### config.mk
export PLATFORM = sky130hd
export DESIGN_NAME = pc_sequencer_flat
export DESIGN_NICKNAME = d
export VERILOG_FILES = /design/src/rtl/pc_sequencer_if.sv /design/src/rtl/pc_sequencer.sv /design/src/flat_wrapper.sv
export SDC_FILE = /design/constraint.sdc
export NUM_CORES = 1
export LEC_CHECK = 0
export ABC_AREA = 1
export BUFFER_PORTS_ARGS = -buffer_cell sky130_fd_sc_hd__buf_2
export CAP_MARGIN = 20
export CORE_MARGIN = 5
export CORE_UTILIZATION = 45
export CTS_CLUSTER_DIAMETER = 30
export CTS_CLUSTER_SIZE = 40
export DETAILED_ROUTE_END_ITERATION = 6
export GPL_ROUTABILITY_DRIVEN = 1
export HOLD_SLACK_MARGIN = 0.05
export PLACE_DENSITY = 0.82
export RECOVER_POWER = 100
export SYNTH_ARGS = -nofsm -noshare
export SYNTH_HDL_FRONTEND = slang
export SYNTH_SLANG_ARGS = --single-unit
### constraint.sdc
create_clock -name clk -period 1.98 [get_ports clk]
set_input_delay 0.198 -clock clk [delete_from_list [all_inputs] [get_ports clk]]
set_output_delay 0.198 -clock clk [all_outputs]
set_load 0.02 [all_outputs]
### src/rtl/pc_sequencer_if.sv
// Decode/stack-facing bundle for the PC sequencer.
// Master is the decode/stack side; slave is the sequencer itself.
interface pc_sequencer_if #(
  parameter int unsigned PC_W = 12
);
  logic            cen;
  logic            jmp_i;
  logic            br_taken_i;
  logic            jsb_i;
  logic            ret_i;
  logic            reti_i;
  logic [PC_W-1:0] target_i;
  logic            int_req_i;
  logic [PC_W-1:0] stk_pc_i;
  logic            push_o;
  logic            pop_o;
  logic [PC_W-1:0] stk_pc_o;
  logic [PC_W-1:0] pc_o;
  logic            stall_o;
  logic            int_ack_o;
  logic            int_en_o;
  logic            ovf_o;
  logic            unf_o;

  modport master (
    output cen, jmp_i, br_taken_i, jsb_i, ret_i, reti_i, target_i, int_req_i, stk_pc_i,
    input  push_o, pop_o, stk_pc_o, pc_o, stall_o, int_ack_o, int_en_o, ovf_o, unf_o
  );

  modport slave (
    input  cen, jmp_i, br_taken_i, jsb_i, ret_i, reti_i, target_i, int_req_i, stk_pc_i,
    output push_o, pop_o, stk_pc_o, pc_o, stall_o, int_ack_o, int_en_o, ovf_o, unf_o
  );
endinterface

### src/rtl/pc_sequencer.sv
// Program-counter sequencer for the Gumnut core. Chooses the next PC each enabled cycle,
// drives the return-address stack and tracks its depth to flag overflow/underflow.
module pc_sequencer #(
  parameter int unsigned     PC_W       = 12,
  parameter int unsigned     DEPTH      = 8,
  parameter logic [PC_W-1:0] RESET_PC   = '0,
  parameter logic [PC_W-1:0] INT_VECTOR = PC_W'(1)
) (
  input  logic          clk,
  input  logic          rst,
  pc_sequencer_if.slave bus
);

  localparam int unsigned   DW       = $clog2(DEPTH + 1);
  localparam logic [DW-1:0] DepthMax = DW'(DEPTH);

  // RetWaitI differs from RetWaitR only in re-enabling interrupts on exit
  typedef enum logic [1:0] {StRun, StRetWaitR, StRetWaitI} state_e;

  state_e          r_state, w_state_next;
  logic [PC_W-1:0] r_pc, w_pc_next, w_stk_val;
  logic [DW-1:0]   r_depth, w_depth_next;
  logic            r_int_en, w_int_en_next;
  logic            r_int_ack, w_int_take;
  logic            r_ovf, w_ovf_next;
  logic            r_unf, w_unf_next;
  logic            w_push, w_pop, w_en;

  // Registers: synchronous reset wins, otherwise advance only on enabled cycles
  always_ff @(posedge clk) begin
    if (rst) begin
      r_state   <= StRun;
      r_pc      <= RESET_PC;
      r_depth   <= '0;
      r_int_en  <= 1'b1;
      r_int_ack <= 1'b0;
      r_ovf     <= 1'b0;
      r_unf     <= 1'b0;
    end else if (bus.cen) begin
      r_state   <= w_state_next;
      r_pc      <= w_pc_next;
      r_depth   <= w_depth_next;
      r_int_en  <= w_int_en_next;
      r_int_ack <= w_int_take;
      r_ovf     <= w_ovf_next;
      r_unf     <= w_unf_next;
    end
  end

  // Next-state, next-PC and stack strobes (ungated; gating by cen/rst happens at the ports)
  always_comb begin
    w_state_next  = r_state;
    w_pc_next     = r_pc;
    w_stk_val     = '0;
    w_push        = 1'b0;
    w_pop         = 1'b0;
    w_int_en_next = r_int_en;
    w_int_take    = 1'b0;
    w_depth_next  = r_depth;
    w_ovf_next    = r_ovf;
    w_unf_next    = r_unf;

    unique case (r_state)
      StRun: begin
        if (bus.reti_i) begin
          w_pop        = 1'b1;
          w_state_next = StRetWaitI;
        end else if (bus.ret_i) begin
          w_pop        = 1'b1;
          w_state_next = StRetWaitR;
        end else if (bus.jsb_i) begin
          w_push    = 1'b1;
          w_stk_val = r_pc + PC_W'(1);
          w_pc_next = bus.target_i;
        end else if (bus.jmp_i || bus.br_taken_i) begin
          w_pc_next = bus.target_i;
        end else if (bus.int_req_i && r_int_en) begin
          // Push the interrupted PC itself so that instruction re-executes on reti
          w_push        = 1'b1;
          w_stk_val     = r_pc;
          w_pc_next     = INT_VECTOR;
          w_int_en_next = 1'b0;
          w_int_take    = 1'b1;
        end else begin
          w_pc_next = r_pc + PC_W'(1);
        end
      end
      StRetWaitR: begin
        w_pc_next    = bus.stk_pc_i;
        w_state_next = StRun;
      end
      StRetWaitI: begin
        w_pc_next     = bus.stk_pc_i;
        w_int_en_next = 1'b1;
        w_state_next  = StRun;
      end
      default: w_state_next = StRun;
    endcase

    // Strobes are always issued; only the depth saturates and the sticky flags record it
    if (w_push) begin
      if (r_depth == DepthMax) w_ovf_next = 1'b1;
      else                     w_depth_next = r_depth + DW'(1);
    end
    if (w_pop) begin
      if (r_depth == '0) w_unf_next = 1'b1;
      else               w_depth_next = r_depth - DW'(1);
    end
  end

  assign w_en = bus.cen & ~rst;

  assign bus.push_o    = w_push & w_en;
  assign bus.pop_o     = w_pop & w_en;
  assign bus.stk_pc_o  = (w_push & w_en) ? w_stk_val : '0;
  assign bus.pc_o      = r_pc;
  assign bus.stall_o   = (r_state != StRun);
  assign bus.int_ack_o = r_int_ack;
  assign bus.int_en_o  = r_int_en;
  assign bus.ovf_o     = r_ovf;
  assign bus.unf_o     = r_unf;

endmodule
### src/flat_wrapper.sv
// flat-port wrapper written by rule: the top's interface ports become plain ports
module pc_sequencer_flat 
#(
  parameter int unsigned     PC_W       = 12,
  parameter int unsigned     DEPTH      = 8,
  parameter logic [PC_W-1:0] RESET_PC   = '0,
  parameter logic [PC_W-1:0] INT_VECTOR = PC_W'(1)
)
  (clk, rst, bus_cen, bus_jmp_i, bus_br_taken_i, bus_jsb_i, bus_ret_i, bus_reti_i, bus_target_i, bus_int_req_i, bus_stk_pc_i, bus_push_o, bus_pop_o, bus_stk_pc_o, bus_pc_o, bus_stall_o, bus_int_ack_o, bus_int_en_o, bus_ovf_o, bus_unf_o);
  pc_sequencer_if #(.PC_W(PC_W)) bus_i ();
  input  logic clk;
  input  logic rst;
  input wire logic [$bits(bus_i.cen)-1:0] bus_cen;
  input wire logic [$bits(bus_i.jmp_i)-1:0] bus_jmp_i;
  input wire logic [$bits(bus_i.br_taken_i)-1:0] bus_br_taken_i;
  input wire logic [$bits(bus_i.jsb_i)-1:0] bus_jsb_i;
  input wire logic [$bits(bus_i.ret_i)-1:0] bus_ret_i;
  input wire logic [$bits(bus_i.reti_i)-1:0] bus_reti_i;
  input wire logic [$bits(bus_i.target_i)-1:0] bus_target_i;
  input wire logic [$bits(bus_i.int_req_i)-1:0] bus_int_req_i;
  input wire logic [$bits(bus_i.stk_pc_i)-1:0] bus_stk_pc_i;
  output wire logic [$bits(bus_i.push_o)-1:0] bus_push_o;
  output wire logic [$bits(bus_i.pop_o)-1:0] bus_pop_o;
  output wire logic [$bits(bus_i.stk_pc_o)-1:0] bus_stk_pc_o;
  output wire logic [$bits(bus_i.pc_o)-1:0] bus_pc_o;
  output wire logic [$bits(bus_i.stall_o)-1:0] bus_stall_o;
  output wire logic [$bits(bus_i.int_ack_o)-1:0] bus_int_ack_o;
  output wire logic [$bits(bus_i.int_en_o)-1:0] bus_int_en_o;
  output wire logic [$bits(bus_i.ovf_o)-1:0] bus_ovf_o;
  output wire logic [$bits(bus_i.unf_o)-1:0] bus_unf_o;
  assign bus_i.cen = bus_cen;
  assign bus_i.jmp_i = bus_jmp_i;
  assign bus_i.br_taken_i = bus_br_taken_i;
  assign bus_i.jsb_i = bus_jsb_i;
  assign bus_i.ret_i = bus_ret_i;
  assign bus_i.reti_i = bus_reti_i;
  assign bus_i.target_i = bus_target_i;
  assign bus_i.int_req_i = bus_int_req_i;
  assign bus_i.stk_pc_i = bus_stk_pc_i;
  assign bus_push_o = bus_i.push_o;
  assign bus_pop_o = bus_i.pop_o;
  assign bus_stk_pc_o = bus_i.stk_pc_o;
  assign bus_pc_o = bus_i.pc_o;
  assign bus_stall_o = bus_i.stall_o;
  assign bus_int_ack_o = bus_i.int_ack_o;
  assign bus_int_en_o = bus_i.int_en_o;
  assign bus_ovf_o = bus_i.ovf_o;
  assign bus_unf_o = bus_i.unf_o;
  pc_sequencer #(.PC_W(PC_W), .DEPTH(DEPTH), .RESET_PC(RESET_PC), .INT_VECTOR(INT_VECTOR)) u_core (.clk(clk), .rst(rst), .bus(bus_i));
endmodule
Word level (Yosys, flattened, before mapping)
Index checks and enable logic that the tools add are counted.

Flip-flop bits (word level): 22. Word-level logic and storage cells: 75. Input bits: 33.

Reductions and logical operators: 13. Add/sub/neg operators: 3. Bitwise logic cells: 4. Multiplexer cells: 39. Eq/ne operators: 9.

Operators by type and width (number): 12-bit two-way mux (12); 12-bit case mux with 2 select lines (1); 1-bit two-way mux (18); 4-bit two-way mux (4); 12-bit by 1-bit adder with 12-bit output (second input constant) (1); 2-bit inequality test (second input constant) (4); 7-bit AND reduction (1); 2-bit two-way mux (3); 3-bit AND reduction (2); 2-bit nonzero test (3); 4-bit by 1-bit adder with 4-bit output (second input constant) (1); 4-bit equality test (second input constant) (1); 4-bit logical NOT (1); 4-bit AND reduction (1); 4-bit by 1-bit subtractor with 4-bit output (second input constant) (1); 1-bit AND (3); 3-bit inequality test (second input constant) (1); 2-bit by 1-bit equality test with 1-bit output (second input constant) (1); 2-bit equality test (second input constant) (1); 2-bit logical NOT (1); 2-bit by 1-bit inequality test with 1-bit output (second input constant) (1); 1-bit case mux with 2 select lines (1); 2-bit AND reduction (1); 2-bit OR reduction (1); other kinds (3) (3).

Depth between registers and ports, before layout
Depth in word-level cells: 10. Gate-level depth with buffers: 10. Depth with buffers taken out: 10.

Least setup slack after synthesis
No wires, ideal clock.

Path kind: register -> output. From: register u_core.r_state[0]. To: output port bus_stk_pc_o[10]. Data arrival time: 1.645 ns. Cell stages (with the launch flop): 10. Path buffers: 1. Setup slack: 0.137 ns. Cells stage by stage: dfxtp_1 > inv_1 > ha_1 > nand3_1 > inv_1 > nand2_1 > nor2_2 > inv_2 > buf_6 > nor2_1.

Cells in the longest elaborated chain, start to end: 4. Elaborated cells on any way between the ends: 5. Classes of those cells: mux (3); bitwise (1); reduce/logical (1).

RTL lines: start, declared (line pc_sequencer.sv:20) `state_e r_state, w_state_next;`; start signal, assigned (line pc_sequencer.sv:32) `r_state <= StRun;`; start signal, assigned (line pc_sequencer.sv:40) `r_state <= w_state_next;`; 2-bit logical NOT (line pc_sequencer.sv:63) `unique case (r_state)`; 1-bit two-way mux (line pc_sequencer.sv:63); 1-bit AND; named net bus_push_o (line flat_wrapper.sv:22) `output wire logic [$bits(bus_i.push_o)-1:0] bus_push_o;`; 12-bit two-way mux (line pc_sequencer.sv:115) `assign bus.stk_pc_o = (w_push & w_en) ? w_stk_val : '0;`; end, declared (line flat_wrapper.sv:24) `output wire logic [$bits(bus_i.stk_pc_o)-1:0] bus_stk_pc_o;`.

The timed path passes the listed nets, and every way through them passes these cells.

Worst setup path in the final report
From: register u_core.r_pc[0], in the netlist u_core.bus.pc_o[0]. To: output port bus_stk_pc_o[5].

Cells in the longest elaborated chain, start to end: 6.

RTL lines: start, declared (line pc_sequencer.sv:21) `logic [PC_W-1:0] r_pc, w_pc_next, w_stk_val;`; start signal, assigned (line pc_sequencer.sv:41) `r_pc <= w_pc_next;`; 12-bit by 1-bit adder with 12-bit output (line pc_sequencer.sv:73) `w_stk_val = r_pc + PC_W'(1);`; 12-bit two-way mux (line pc_sequencer.sv:71) `end else if (bus.jsb_i) begin`; 12-bit two-way mux (line pc_sequencer.sv:68) `end else if (bus.ret_i) begin`; 12-bit two-way mux (line pc_sequencer.sv:65) `if (bus.reti_i) begin`; 12-bit two-way mux (line pc_sequencer.sv:63); 12-bit two-way mux (line pc_sequencer.sv:115).

Every way passes these cells.

==> results.py <==
metrics = {
    "run_status": {
        "status": "finished, final reports clean",
    },
    "synthesis": {
        "netlist_instances": 281,
        "avgSynthCellArea_um2": 6.20,
        "netlist_area_um2": 1740,
        "synth_top_area_share_pct": 25.3,
        "synth_cell_types": 36,
        "synth_fp_nets": 319,
        "async_flop_share_pct": 0,
        "synth-edff-count": 0,
        "synth_area_leaders": "dfxtp_1, nand2_1, a21oi_1",
        "ys_seq_area_share_pct": 25.3,
        "synth_top_area_cell": "dfxtp_1",
        "yosys_warnings": 0,
        "synth_ff_type": "dfxtp_1",
        "ys_ff_latch": 22,
    },
    "floorplanning": {
        "die_h_um": 72.2,
        "dieArea_um2": 5220,
        "start_util_pct": 46.9,
        "io_pins": 64,
        "die_w_um": 72.2,
        "num_rows": 22,
        "design.core.area_um2": 3720,
    },
    "placement": {
        "place.port_buffers": 63,
        "dpl.hpwl_um": 3950,
        "dpl-instance-area_um2": 2090,
        "gp_congestion": 0.956,
    },
    "final_layout": {
        "stdcell_area_um2": 2230,
        "syn2layout_area_growth_pct": 28.1,
        "layout_common_cells": "nand2_1, buf_2, a21oi_1",
        "antennaDiodeCount": 0,
        "drive_gt1_share_pct": 28.1,
        "nets": 384,
        "mostFrequentLayoutCell": "nand2_1",
    },
    "power_and_ir_drop": {
        "p_sw_uw": 493,
        "switching_share_pct": 37.4,
        "intPower_uw": 826,
        "ir_drop_mv": 0.465,
        "combinationalPowerShare_pct": 33.9,
        "cellPowerDensity_nw_per_um2": 591,
        "leakage_uw": 0.00104,
        "seqPwrFrac_pct": 40.4,
        "clkPwrFrac_pct": 25.7,
    },
    "worst_setup_path": {
        "critical_path_required_ps": 1780,
        "worstSetupPathType": "flip-flop to primary output",
        "cp-end-kind": "primary output",
        "cp-start-kind": "flip-flop",
        "ff2ff_path_depth": 9,
        "arrival_ps": 1720,
        "critPathMaxFanout": 5,
    },
    "route": {
        "drc": 0,
        "drtIter0Drc": 204,
        "firstDrtPassIters": 4,
        "ant_nets": 0,
        "wl_per_cell_um": 13.7,
        "via_per_inst": 5.45,
        "routed_wirelength_um": 5370,
        "vias": 2140,
    },
    "clocking": {
        "cts.sinks": 22,
        "cts_buffers": 3,
        "clk_latency_ps": 270,
        "cts_tree": "done",
        "clkTransAtPathRegs_ps": 80,
        "clock_path_buffers": 2,
        "htreeDepth": 1,
        "cts_root_buf": "clkbuf_8",
    },
    "timing": {
        "finalCriticalPeriod_ps": 1920,
        "worstMarginPinSlew_ps": 446,
        "fin_crit_sh_pct": 97.0,
        "hold_viol": 0,
        "setup_viol": 0,
        "final-max-slew-violation-count": 0,
        "slew_headroom_pct": 70.3,
        "fmaxAchievable_ghz": 0.521,
        "rsz0062_at_grt": "yes",
        "holdWs_ps": 198,
        "finalClockSkew_ps": 4.27,
    },
    "global_route": {
        "grt_pass1_wl_um": 8600,
        "grt.overflow.total": 0,
        "antenna_found_initial": 0,
        "grt_usage_pct": 20.0,
        "grt_max_degree": 15,
        "grt_pass1_vias": 1917,
    },
    "worst_hold_path": {
        "whs_path_depth": 3,
        "hp-class": "input port to flip-flop",
    },
    "job": {
        "maxCapViolCount": 0,
    },
}
## Yosys cell counts (2+ instances only)
cell / number
xor2_1: 4
o21ai_0: 14
nor2_2: 2
buf_6: 2
a32oi_1: 2
a22oi_1: 3
clkbuf_1: 2
o2bb2ai_1: 3
o211ai_1: 2
nand3_1: 25
nand4_1: 3
xnor2_1: 3
a21oi_1: 36
nor2_1: 37
nand2_1: 65
buf_2: 3
o31ai_1: 2
dfxtp_1: 22
ha_1: 5
inv_2: 6
a31oi_1: 2
inv_1: 24
## area by class of cell
class	instances	area, µm²
Fill cell	367	1480
Multi-Input combinational cell	218	1180
Sequential cell	22	447
Timing Repair Buffer	70	372
Inverter	31	119
Tap cell	48	60.1
Clock buffer	4	55.1
## registers in the layout, summed over array words and instances, names as in the netlist
register              flops
u_core.bus.pc_o          12
u_core.r_depth            4
u_core.r_state            2
u_core.bus.int_ack_o      1
u_core.bus.int_en_o       1
u_core.bus.ovf_o          1
u_core.bus.unf_o          1
## power groups by stage
stage          combinational [µW]  sequential [µW]  clock (µW)
4_1_cts                       429              527         347
6_report                      447              533         338
2_1_floorplan                 273              560           0
3_5_place_dp                  423              538           0
5_1_grt                       497              540         369
3_3_place_gp                  418              536           0
## critical path, stage by stage, from the launching register on
cell	delay (ps)
dfxtp_1	390
buf_4	160
nand3_1	130
nor2_2	180
xor2_1	210
a22oi_1	110
nor2_1	100
buf_2	160
## per-layer routing
layer | vias to the layer above | routed length, µm | GRT usage, %
li1 | 1065 | - | -
met1 | 973 | 2190 | 24.9
met2 | 94 | 2620 | 34.7
met3 | 8 | 494 | 4.16
met4 | 0 | 70 | 5.43
met5 | - | 0 | 0
## worst paths after layout
path	end	slack, ps	from
min reg2reg	u_core.bus.unf_o	470	u_core.bus.unf_o
max reg2reg	u_core.bus.pc_o[1]	280	u_core.r_state[1]
max	bus_stk_pc_o[5]	60	u_core.bus.pc_o[0]
min	u_core.bus.pc_o[2]	200	bus_stk_pc_i[2]
## stage by stage
step	setup WS, ps	std cells	TNS [ps]	util (%)	power (µW)
CTS	2.33	392	0	58.3	1300
global placement	291	388	0	56.3	954
detailed placement	237	388	0	56.3	961
finish	60.1	393	0	60.1	1320
floorplan	137	281	0	-	834
global route	-19.0	393	-32.8	60.1	1410
## logic make-up after synthesis
kind of cell	Yosys count	share of synthesized area, %
and+or+nand+nor	136	32.7
adders and majority gates	5	3.59
xor gates and xnor gates	7	3.52
AOI/OAI and AO/OA	70	24.0
DFF	22	25.3
buffers and inverters	41	10.8
## what timing repair did
item                                    in CTS  in global routing
pin swaps                                    1                  2
buffers inserted                             0                  1
endpoints found under the setup margin      12                 12
resized for setup                            8                 18
hold endpoints to repair                     0                  0
hold buffers                                 0                  0
Power figures use the tool's default switching activity.
